--- config.mk ---
export PLATFORM = sky130hd
export DESIGN_NAME = irq_sched
export DESIGN_NICKNAME = d
export VERILOG_FILES = /design/src/rtl/irq_sched.sv
export SDC_FILE = /design/constraint.sdc
export NUM_CORES = 1
export LEC_CHECK = 0
export CORE_MARGIN = 2
export CORE_UTILIZATION = 45
export DETAILED_ROUTE_END_ITERATION = 10
export GPL_TIMING_DRIVEN = 0
export PLACE_DENSITY_LB_ADDON = 0.25
export SLEW_MARGIN = 20
export SYNTH_ARGS = -nofsm -noshare
export SYNTH_HDL_FRONTEND = slang
export SYNTH_SLANG_ARGS = --single-unit
--- constraint.sdc ---
create_clock -name clk -period 4.7 [get_ports clk]
set_clock_uncertainty 0.2 [all_clocks]
set_input_delay 0.94 -clock clk [delete_from_list [all_inputs] [get_ports clk]]
set_output_delay 0.94 -clock clk [all_outputs]
set_load 0.05 [all_outputs]
--- src/rtl/irq_sched.sv ---
`default_nettype none
// ============================================================================
//  Module      : irq_sched
//  Description : Synchronises W5300/SL811 interrupts, latches pending flags
//                and paces fixed-length request pulses onto the ZX bus.
//  Revision    : 1.0 - initial release
// ============================================================================
module irq_sched #(
    parameter int PULSE_LEN = 32,
    parameter int GAP_LEN   = 16
) (
    input  logic       clk,
    input  logic       rst,
    input  logic       w5300_int_n,
    input  logic       sl811_intrq,
    input  logic       ena_w5300_int,
    input  logic       ena_sl811_int,
    input  logic       ena_zxbus_int,
    input  logic       ack_wr,
    input  logic [1:0] ack_data,
    output logic [1:0] pending,
    output logic [1:0] src,
    output logic       int_req,
    output logic       busy
);

    localparam logic [1:0] c_IDLE  = 2'd0;
    localparam logic [1:0] c_PULSE = 2'd1;
    localparam logic [1:0] c_GAP   = 2'd2;

    localparam logic [7:0] c_PULSE_LD = 8'(PULSE_LEN - 1);
    localparam logic [7:0] c_GAP_LD   = 8'(GAP_LEN - 1);

    logic [1:0] sync1_q, sync1_d;
    logic [1:0] sync2_q, sync2_d;
    logic [1:0] dly_q,   dly_d;
    logic [1:0] warm_q,  warm_d;
    logic [1:0] pending_q, pending_d;
    logic [1:0] src_q,   src_d;
    logic [1:0] state_q, state_d;
    logic [7:0] cnt_q,   cnt_d;
    logic       int_req_q, int_req_d;
    logic       busy_q,  busy_d;

    logic [1:0] w_rise;
    logic [1:0] w_ena;
    logic [1:0] w_clr;

    // Edge detection stays masked until the edge flop holds a post-reset
    // sample, so a source already active at reset release never looks like
    // a fresh edge.
    always_comb begin
        sync1_d = {sl811_intrq, ~w5300_int_n};
        sync2_d = sync1_q;
        dly_d   = sync2_q;
        warm_d  = (warm_q == 2'd3) ? warm_q : warm_q + 2'd1;
        w_rise  = sync2_q & ~dly_q & {2{warm_q == 2'd3}};
        w_ena   = {ena_sl811_int, ena_w5300_int};
        w_clr   = ack_wr ? ack_data : 2'b00;
        // Set is OR-ed after the clear so it wins on a same-cycle collision.
        pending_d = ((pending_q & ~w_clr) | w_rise) & w_ena;
    end

    always_comb begin
        state_d = state_q;
        src_d   = src_q;
        cnt_d   = (cnt_q != 8'd0) ? cnt_q - 8'd1 : 8'd0;
        case (state_q)
            c_IDLE: begin
                if ((pending_q != 2'b00) && ena_zxbus_int) begin
                    state_d = c_PULSE;
                    cnt_d   = c_PULSE_LD;
                    src_d   = pending_q[0] ? 2'b01 : 2'b10;
                end
            end
            c_PULSE: begin
                if (!ena_zxbus_int || (cnt_q == 8'd0)) begin
                    state_d = c_GAP;
                    cnt_d   = c_GAP_LD;
                end
            end
            c_GAP: begin
                if (cnt_q == 8'd0) begin
                    state_d = c_IDLE;
                end
            end
            default: begin
                state_d = c_IDLE;
                cnt_d   = 8'd0;
            end
        endcase
        int_req_d = (state_d == c_PULSE);
        busy_d    = (state_d != c_IDLE);
    end

    always_ff @(posedge clk) begin
        if (rst) begin
            sync1_q   <= 2'b00;
            sync2_q   <= 2'b00;
            dly_q     <= 2'b00;
            warm_q    <= 2'd0;
            pending_q <= 2'b00;
            src_q     <= 2'b00;
            state_q   <= c_IDLE;
            cnt_q     <= 8'd0;
            int_req_q <= 1'b0;
            busy_q    <= 1'b0;
        end else begin
            sync1_q   <= sync1_d;
            sync2_q   <= sync2_d;
            dly_q     <= dly_d;
            warm_q    <= warm_d;
            pending_q <= pending_d;
            src_q     <= src_d;
            state_q   <= state_d;
            cnt_q     <= cnt_d;
            int_req_q <= int_req_d;
            busy_q    <= busy_d;
        end
    end

    assign pending = pending_q;
    assign src     = src_q;
    assign int_req = int_req_q;
    assign busy    = busy_q;

endmodule
`default_nettype wire

# Yosys cells after proc, flatten, opt, wreduce, memory -nomap -nowiden
# Index checks and enable logic that the tools add are counted.
[totals]
ff_bits = 24
out_inout_bits = 6
wordCells = 43
in_bits = 10
[op_classes]
bitwise = 8
reduce_logical = 9
muxes = 10
n_eq_ne = 4
n_addsub = 2
[ops]
columns = ["cell", "count"]
rows = [
  ["$mux 8", 3],
  ["$pmux 8 s3", 1],
  ["$mux 2", 5],
  ["$and 2x2->2", 4],
  ["$logic_not 8->1", 1],
  ["$reduce_bool 8->1", 1],
  ["$sub 8x1->8 const B", 1],
  ["$pmux 2 s3", 1],
  ["$eq 2x1->1 const B", 2],
  ["$eq 2x2->1 const B", 2],
  ["$not 2->2", 2],
  ["$reduce_bool 2->1", 2],
  ["$add 2x1->2 const B", 1],
  ["$logic_not 2->1", 1],
  ["$or 2x2->2", 1],
  ["$reduce_and 2->1", 1],
  ["$logic_and 1x1->1", 1],
  ["$logic_not 1->1", 1],
  ["$logic_or 1x1->1", 1],
  ["$not 1->1", 1],
]

# Logic depth before layout (Yosys ltp)
# Gate-level depths: netlist of run 1.
[logic_depth]
depth_word = 5
mapped_depth = 6
depth_no_buf = 6

# Worst setup path after synthesis of run 1
# OpenSTA, ideal clock, no wires.
[synth_timing]
kind = "input -> register"
startpoint = "input ena_zxbus_int"
endpoint = "register cnt_q[5]"
cell_stages = 5
slack_ns = 2.750
t_arrival_ns = 1.634
path_buffers = 1
path_cell_list = "nand2b_1 > or3_1 > clkbuf_1 > nand3_1 > nor2_1"
[synth_via]
elab_chain_len = 4
[synth_rtl]
columns = ["element", "line", "source"]
rows = [
  ["start, declared", "18", "input logic ena_zxbus_int,"],
  ["$logic_not 1->1", "77", "if (!ena_zxbus_int || (cnt_q == 8'd0)) begin"],
  ["$logic_or 1x1->1", "77", ""],
  ["$mux 8", "77", ""],
  ["$pmux 8 s3 (*)", "68", "case (state_q)"],
  ["end signal, assigned", "116", "cnt_q <= cnt_d;"],
  ["end, declared", "41", "logic [7:0] cnt_q, cnt_d;"],
]
# Every way passes the cells marked *; elsewhere a longest branch is shown, timed or not.
# A chain may end at the register's enable or synchronous reset.

# Final worst setup path of run 1
[layout_timing]
startpoint = "register pending_q[0] (netlist: pending[0])"
endpoint = "output pending[0]"
[layout_lines]
columns = ["element", "line", "source"]
rows = [
  ["start, declared", "38", "logic [1:0] pending_q, pending_d;"],
  ["start signal, assigned", "113", "pending_q <= pending_d;"],
  ["end, declared", "21", "output logic [1:0] pending,"],
]
# No word-level cell between the ends.

==> results by group, run 1 <==
Run status
  • Status: finished, final reports clean

Cells and area
  • Most frequent cells in the layout: dfxtp_1, clkdlybuf4s50_1, a21oi_1
  • Diodes inserted: 0
  • Commonest non-fill, non-tap cell in the layout: dfxtp_1
  • Final net count: 132
  • Layout cells sized above 1: 5.98%
  • Area growth syn-to-layout: 20.5%

Die
  • Core Box Area: 1980 sq um
  • Die area: 2510 sq um
  • Site Rows: 16
  • Die Y: 50.1 microns
  • Io pins: 16
  • Chip width: 50.1 microns
  • Starting density of the core: 48.3%

Run
  • Max-cap violations: 0

GRT
  • Initial antenna violation count: 0
  • Largest net degree at the start of global routing: 13
  • Total track usage: 16.5%
  • Total gr overflow: 0
  • Number of global-route vias before repair: 735
  • First-pass GRT wire length: 3.13 mm

Critical path
  • Worst path arrival time: 1.62 ns
  • Crit Path Max Fanout: 5
  • Crit path launch type: flop
  • Reg-to-reg endpoint: cnt_q[1]$_SDFF_PP0_
  • Worst reg-to-reg path cell count: 4
  • R2R setup slack: 3.01 ns
  • CP required: 3.56 ns
  • Worst r2r src: cnt_q[2]$_SDFF_PP0_
  • Worst Setup End Kind: output port
  • CP peak stage delay: 0.84 ns
  • Worst Path Buf+Inv: 1
  • CP cell instances: clkdlybuf4s50_1
  • Crit-path leading delay family: buffers and inverters
  • Crit path kind: reg2out
  • Slowest-stage cell, CP: clkdlybuf4s50_1

CTS
  • CTS tree: yes
  • CTS resizes: 0
  • Clock latency on the worst-skew pair: 0.31 ns
  • Clock slew at reported path FFs: 0.13 ns
  • Post-CTS Setup Bufs: 0
  • Inserted Clock Buffers: 3
  • Root Buffer: clkbuf_4
  • # hold bufs at CTS: 0
  • CTS sink count: 24
  • Clk buf depth: 2
  • H-tree Lvls: 1

Hold path
  • Hold_sp: sync1_q[0]$_SDFF_PP0_
  • Worst Hold Path EP: dly_d[0]$_SDFF_PP0_
  • Tightest Hold Check Type: reg2reg
  • Hold path cells: 1

STA
  • RSZ-0062 raised after global routing: false
  • Final cycle utilization of the critical path: 58.7%
  • Final slew viol count: 0
  • Final setup vio count: 0
  • Worst relative slew slack: 66.7%
  • Final hold viol count: 0
  • PnR worst setup slack: 1.94 ns
  • Achievable frequency: 0.363 GHz
  • Slew @ Worst Pin: 0.498 ns
  • Final TNS setup: 0 ns
  • Min Tclk post-route: 2.76 ns

Route
  • Vias post-DR: 746
  • Vias per inst: 5.18
  • DRC: 0
  • Post-route ant nets: 0
  • WL per Instance: 12.4 microns
  • Routed WL: 1.78 mm
  • Drt first pass iters: 4
  • Initial DRC Count: 10

Power
  • Sequential power share: 47.9%
  • Pwr Density: 485 nW/um^2
  • Switching share of power: 34.4%
  • Pleak: 0.440 nW
  • Pint: 0.000367 W
  • Worst vdd ir: 234 uV
  • Clk pwr share: 15.5%
  • Switching pwr: 0.000193 W
  • Logic pwr share: 36.6%

Placed design
  • Pre-CTS setup slack: 2.08 ns
  • I/O Buffers: 14
  • GP Congestion: 0.697
  • Post-DP HPWL: 1.31 mm

Yosys
  • Distinct cells, synth: 26
  • Syn avg cell area: 9.57 sq um
  • Seq/Total Area, Yosys: 50.2%
  • #FFs+latches synth: 24
  • Syn. warnings: 0
  • Post-Syn Instances: 100
  • Synth Net Count: 113
  • Synthesized cell area: 957 sq um
-- metal layers --
metal | wire (microns) | global-route usage [%] | vias to the layer above
li1 | - | - | 373
met1 | 812 | 20.2 | 345
met2 | 859 | 27.4 | 23
met3 | 68 | 2.73 | 5
met4 | 44 | 8.33 | 0
met5 | 0 | 0 | -
-- power by group through the flow --
stage               sequential (W)  combinational, W  clock [W]
global route              0.000273          0.000233  0.0000995
CTS                       0.000268          0.000206  0.0000915
floorplan                 0.000267          0.000169          0
finish                    0.000268          0.000205  0.0000870
global placement          0.000271          0.000200          0
detailed placement        0.000273          0.000203          0
-- synth_stat cells, drive strengths merged --
cell	instances	share of area [%]
a21o	2	1.6
a32oi	2	1.8
nor3b	3	2.4
a21oi	12	6.3
nand2	6	2.4
or2b	2	1.6
ha	3	3.9
a211oi	2	1.6
or3	1	0.65
nand2b	2	1.3
xor2	7	6.4
nor2	11	4.3
nor2b	5	3.3
inv	4	1.6
clkbuf	3	1.2
nor4	1	1.3
nand4b	1	0.92
mux2i	1	1.0
nand3	3	2.1
dfxtp	24	50
nor3	2	1.6
nand3b	1	0.78
a31oi	2	2.0
-- sequential cells by signal (all words and copies together), names as in the netlist, 2 cells and up --
register	count
pending	2
sync1_q	2
dly_d	2
src	2
warm_q	2
dly_q	2
state_q	2
cnt_q	8
-- metrics by stage --
step           power [W]  hold slack (ns)  instances  area (sq um)  utilization, %
6_report        0.000560            0.251        144          1150            58.2
5_1_grt         0.000605            0.271        144          1150            58.2
4_1_cts         0.000566            0.256        144          1150            58.2
3_5_place_dp    0.000476            0.227        141          1130            57.1
3_3_place_gp    0.000471            0.223        141          1130            57.1
2_1_floorplan   0.000436            0.214        100           957               -
-- cells by family after synthesis --
family / count (synthesis) / share of synthesized area (%)
and+or+nand+nor: 38 / 22.5
DFF: 24 / 50.2
AOI/OAI and AO/OA: 20 / 13.2
xor gates and xnor gates: 7 / 6.41
buffers and inverters: 7 / 2.74
adders and majority gates: 3 / 3.92
muxes: 1 / 1.05
-- layout make-up --
type | instances | area (sq um)
fillers | 174 | 828
clock buffers | 3 | 22.5
flip-flops and latches | 24 | 480
plain buffers | 3 | 11.3
well taps | 27 | 33.8
repair buffers | 14 | 140
multi-input cells | 69 | 450
inverters | 4 | 15.0
-- how the worst max path moves through the flow --
| stage | from | to | slack, ns | cells after the start |
|---|---|---|---|---|
| detailed placement | ena_zxbus_int | cnt_q[7]$_SDFF_PP0_ | 2.08 | 6 |
| finish | pending[0]$_SDFF_PP0_ | pending[0] | 1.94 | 1 |
| floorplan | ena_zxbus_int | cnt_q[5]$_SDFF_PP0_ | 2.75 | 5 |
| CTS | pending[0]$_SDFF_PP0_ | pending[0] | 1.94 | 1 |
| global route | pending[0]$_SDFF_PP0_ | pending[0] | 1.89 | 1 |
| global placement | ena_zxbus_int | cnt_q[6]$_SDFF_PP0_ | 2.10 | 6 |
Power figures use the tool's default switching activity.
==> inputs of run 2 (changes only) <==
clock period = 2.6 ns   (was 4.7 ns; I/O delays follow)
==> results of run 2 <==
Same layout as run 1 (identical final DEF). Status: finished, final reports clean.
Main changes from that run: setup slack after placement 2.08 ns -> 0.402 ns; setup slack after layout 1.94 ns -> 0.263 ns; register-to-register setup slack 3.01 ns -> 0.91 ns; total power 0.000560 W -> 0.00101 W; worst IR drop on VDD 234 uV -> 422 uV
==> edit (flow settings as in run 2) <==
Make the reset (`rst`) asynchronous in one clocked block.
--- a/src/rtl/irq_sched.sv
+++ b/src/rtl/irq_sched.sv
@@ -94,5 +94,5 @@
     end
 
-    always_ff @(posedge clk) begin
+    always_ff @(posedge clk or posedge rst) begin
         if (rst) begin
             sync1_q   <= 2'b00;
Formal check against the unedited RTL: differs if rst is asserted again (counterexample within 10 cycles, from zero or initial values and one cycle with rst high); with rst held inactive, the same outputs for 10 cycles.
==> edit against run 2 <==
Power rose by 33%. Sequential share of layout area rose by 3.7 points. Design area rose by 15%. Critical path depth did not move. Area after synthesis rose by 15%. Worst hold slack got worse by 0.079 ns. Synthesized cell count fell by 3.0%. Count of clock-buffer cells in the layout rose by 1. Sequential cell count did not move. Routed wire length rose by 17%. Critical endpoint unchanged. Clock power rose by 24%. Register-to-register slack got worse by 0.12 ns. Worst setup slack got worse by 0.028 ns. Highest routed layer unchanged.
==> edit: results (changes against run 2) <==
sequential area share after synthesis 54.48% (+4.3 points); pin count of the biggest net entering global routing 25 (+12); Synth cell types 32 (+23%); TritonCTS Buffers 3 (unchanged); r2r setup slk 0.79 ns (-0.12 ns); Placer Congestion 0.7717 (+11%); Clock transition at path regs 0.13 ns (about the same); vias in the first global route 749 (+1.9%); Largest register FFs 8 (unchanged); crit path capture pending[0]; routed length per instance 14.49 um (+17%); max_slew headroom 41.78% (-25 points); initial antenna violation count 0 (unchanged); first-pass GRT wire length 3436 um (+10%); CP top delay family buffers and inverters; Crit-path slowest cell clkdlybuf4s50_1; Warnings, synthesis 0 (unchanged); start-to-end type of the worst setup path flop to primary output; syn_nets 110 (-2.7%); Post-DP HPWL 1492 um (+14%); largest register by flop count cnt_q; Port Buffers 15 (+1); Root Driver clkbuf_4; R2R cell count 4 (unchanged); min-delay src sync1_q[0]; WHS Path Cells 0 (-1); crit path DAT 1.65 ns (+0.03 ns); Synth area leaders dfrtp_1 (54%), xnor2_1 (4.0%), nor4_4 (3.9%), ha_1 (3.4%), a31oi_1 (2.8%); Critical R2R Capture cnt_q[5]; post-CTS setup buffers 0 (unchanged); # diodes 0 (unchanged); crit-path max FO 7 (+2); synth cell count leaders dfrtp_1 (24), inv_1 (7), nor2_1 (6); Hold Slack 0.1718 ns (-0.07921 ns); layout cells sized above 1 10.34% (+4.4 points); initial drt markers 15 (+5); number of H-tree levels 1 (unchanged); # nets final 130 (-1.5%); CP peak stage delay 0.85 ns; ys flop type dfrtp_1; Crit. Startpoint pending[0]; Post-synth ARST share 100.0% (+100 points); post-CTS sizing 0 (unchanged); VDD IR max 0.7453 mV (+76%); Leak 0.5643 nW (+28%); TritonRoute pass-1 iters 4 (unchanged); Vias/cell 5.479 (+5.8%); GRT Total Usage 17.17% (+0.71 points); overflow left after global routing 0 (unchanged); reg2reg start state_q[1]; Clock Tree Buf Depth 2 (unchanged); status complete, no violations; worst hold path class flop to flop; clock latency on the worst-skew pair 0.31 ns (about the same)
==> edit: changes by cell type after synthesis, sizes merged, moves of 2 or more <==
cell,before,now
nor2b,5,2
xnor2,0,5
o21ai,0,5
xor2,7,2
nor3b,3,1
inv,4,7
a31oi,2,5
clkbuf,3,1
dfxtp,24,0
a21oi,12,3
dfrtp,0,24
nor2,11,7
or2b,2,0
==> edit: worst min path at each step <==
stage | to | slack (ns)
2_1_floorplan | dly_d[0] | 0.13
3_3_place_gp | dly_d[0] | 0.13
3_5_place_dp | dly_d[1] | 0.14
4_1_cts | dly_d[0] | 0.17
5_1_grt | dly_d[0] | 0.18
6_report | dly_d[0] | 0.17
==> edit: per-layer routing <==
layer / track usage [%] / vias to the layer above / share of wire, %
met2: 25.93 / 23 / 47
li1: - / 387 / -
met5: 0 / - / 0
met1: 24.26 / 377 / 48
met4: 8.974 / 0 / 1.2
met3: 1.695 / 2 / 3.7
==> edit: cell families after synthesis <==
| kind of cell | after synthesis | synth area share, % |
|---|---|---|
| buffers and inverters | 9 | 3.064 |
| xor gates and xnor gates | 7 | 5.562 |
| adders and majority gates | 3 | 3.406 |
| AOI/OAI and AO/OA | 25 | 15.32 |
| and+or+nand+nor | 28 | 17.14 |
| muxes | 1 | 1.021 |
| DFF | 24 | 54.48 |
==> edit: stage by stage <==
stage	setup WS, ns	cells	cell area (um^2)	total power, mW
final	0.2349	144	1324	1.346
after global routing	0.1433	144	1324	1.437
after CTS	0.2269	144	1324	1.349
after detailed placement	0.1373	140	1287	1.153
after global placement	0.1850	140	1287	1.130
after floorplan	0.8430	97	1102	0.9980
==> edit: cell type report <==
cell class / instances / area (um^2)
Fill cell: 217 / 930.9
Sequential cell: 24 / 600.6
Multi-Input combinational cell: 64 / 467.9
Timing Repair Buffer: 15 / 150.1
Clock buffer: 4 / 36.28
Tap cell: 28 / 35.03
Inverter: 8 / 30.03
Buffer: 1 / 3.754
==> edit: power by group <==
| group | internal [mW] | total, mW | switching [mW] |
|---|---|---|---|
| logic | 0.246 | 0.567 | 0.321 |
| clock network | 0.0855 | 0.194 | 0.108 |
| registers | 0.472 | 0.586 | 0.114 |
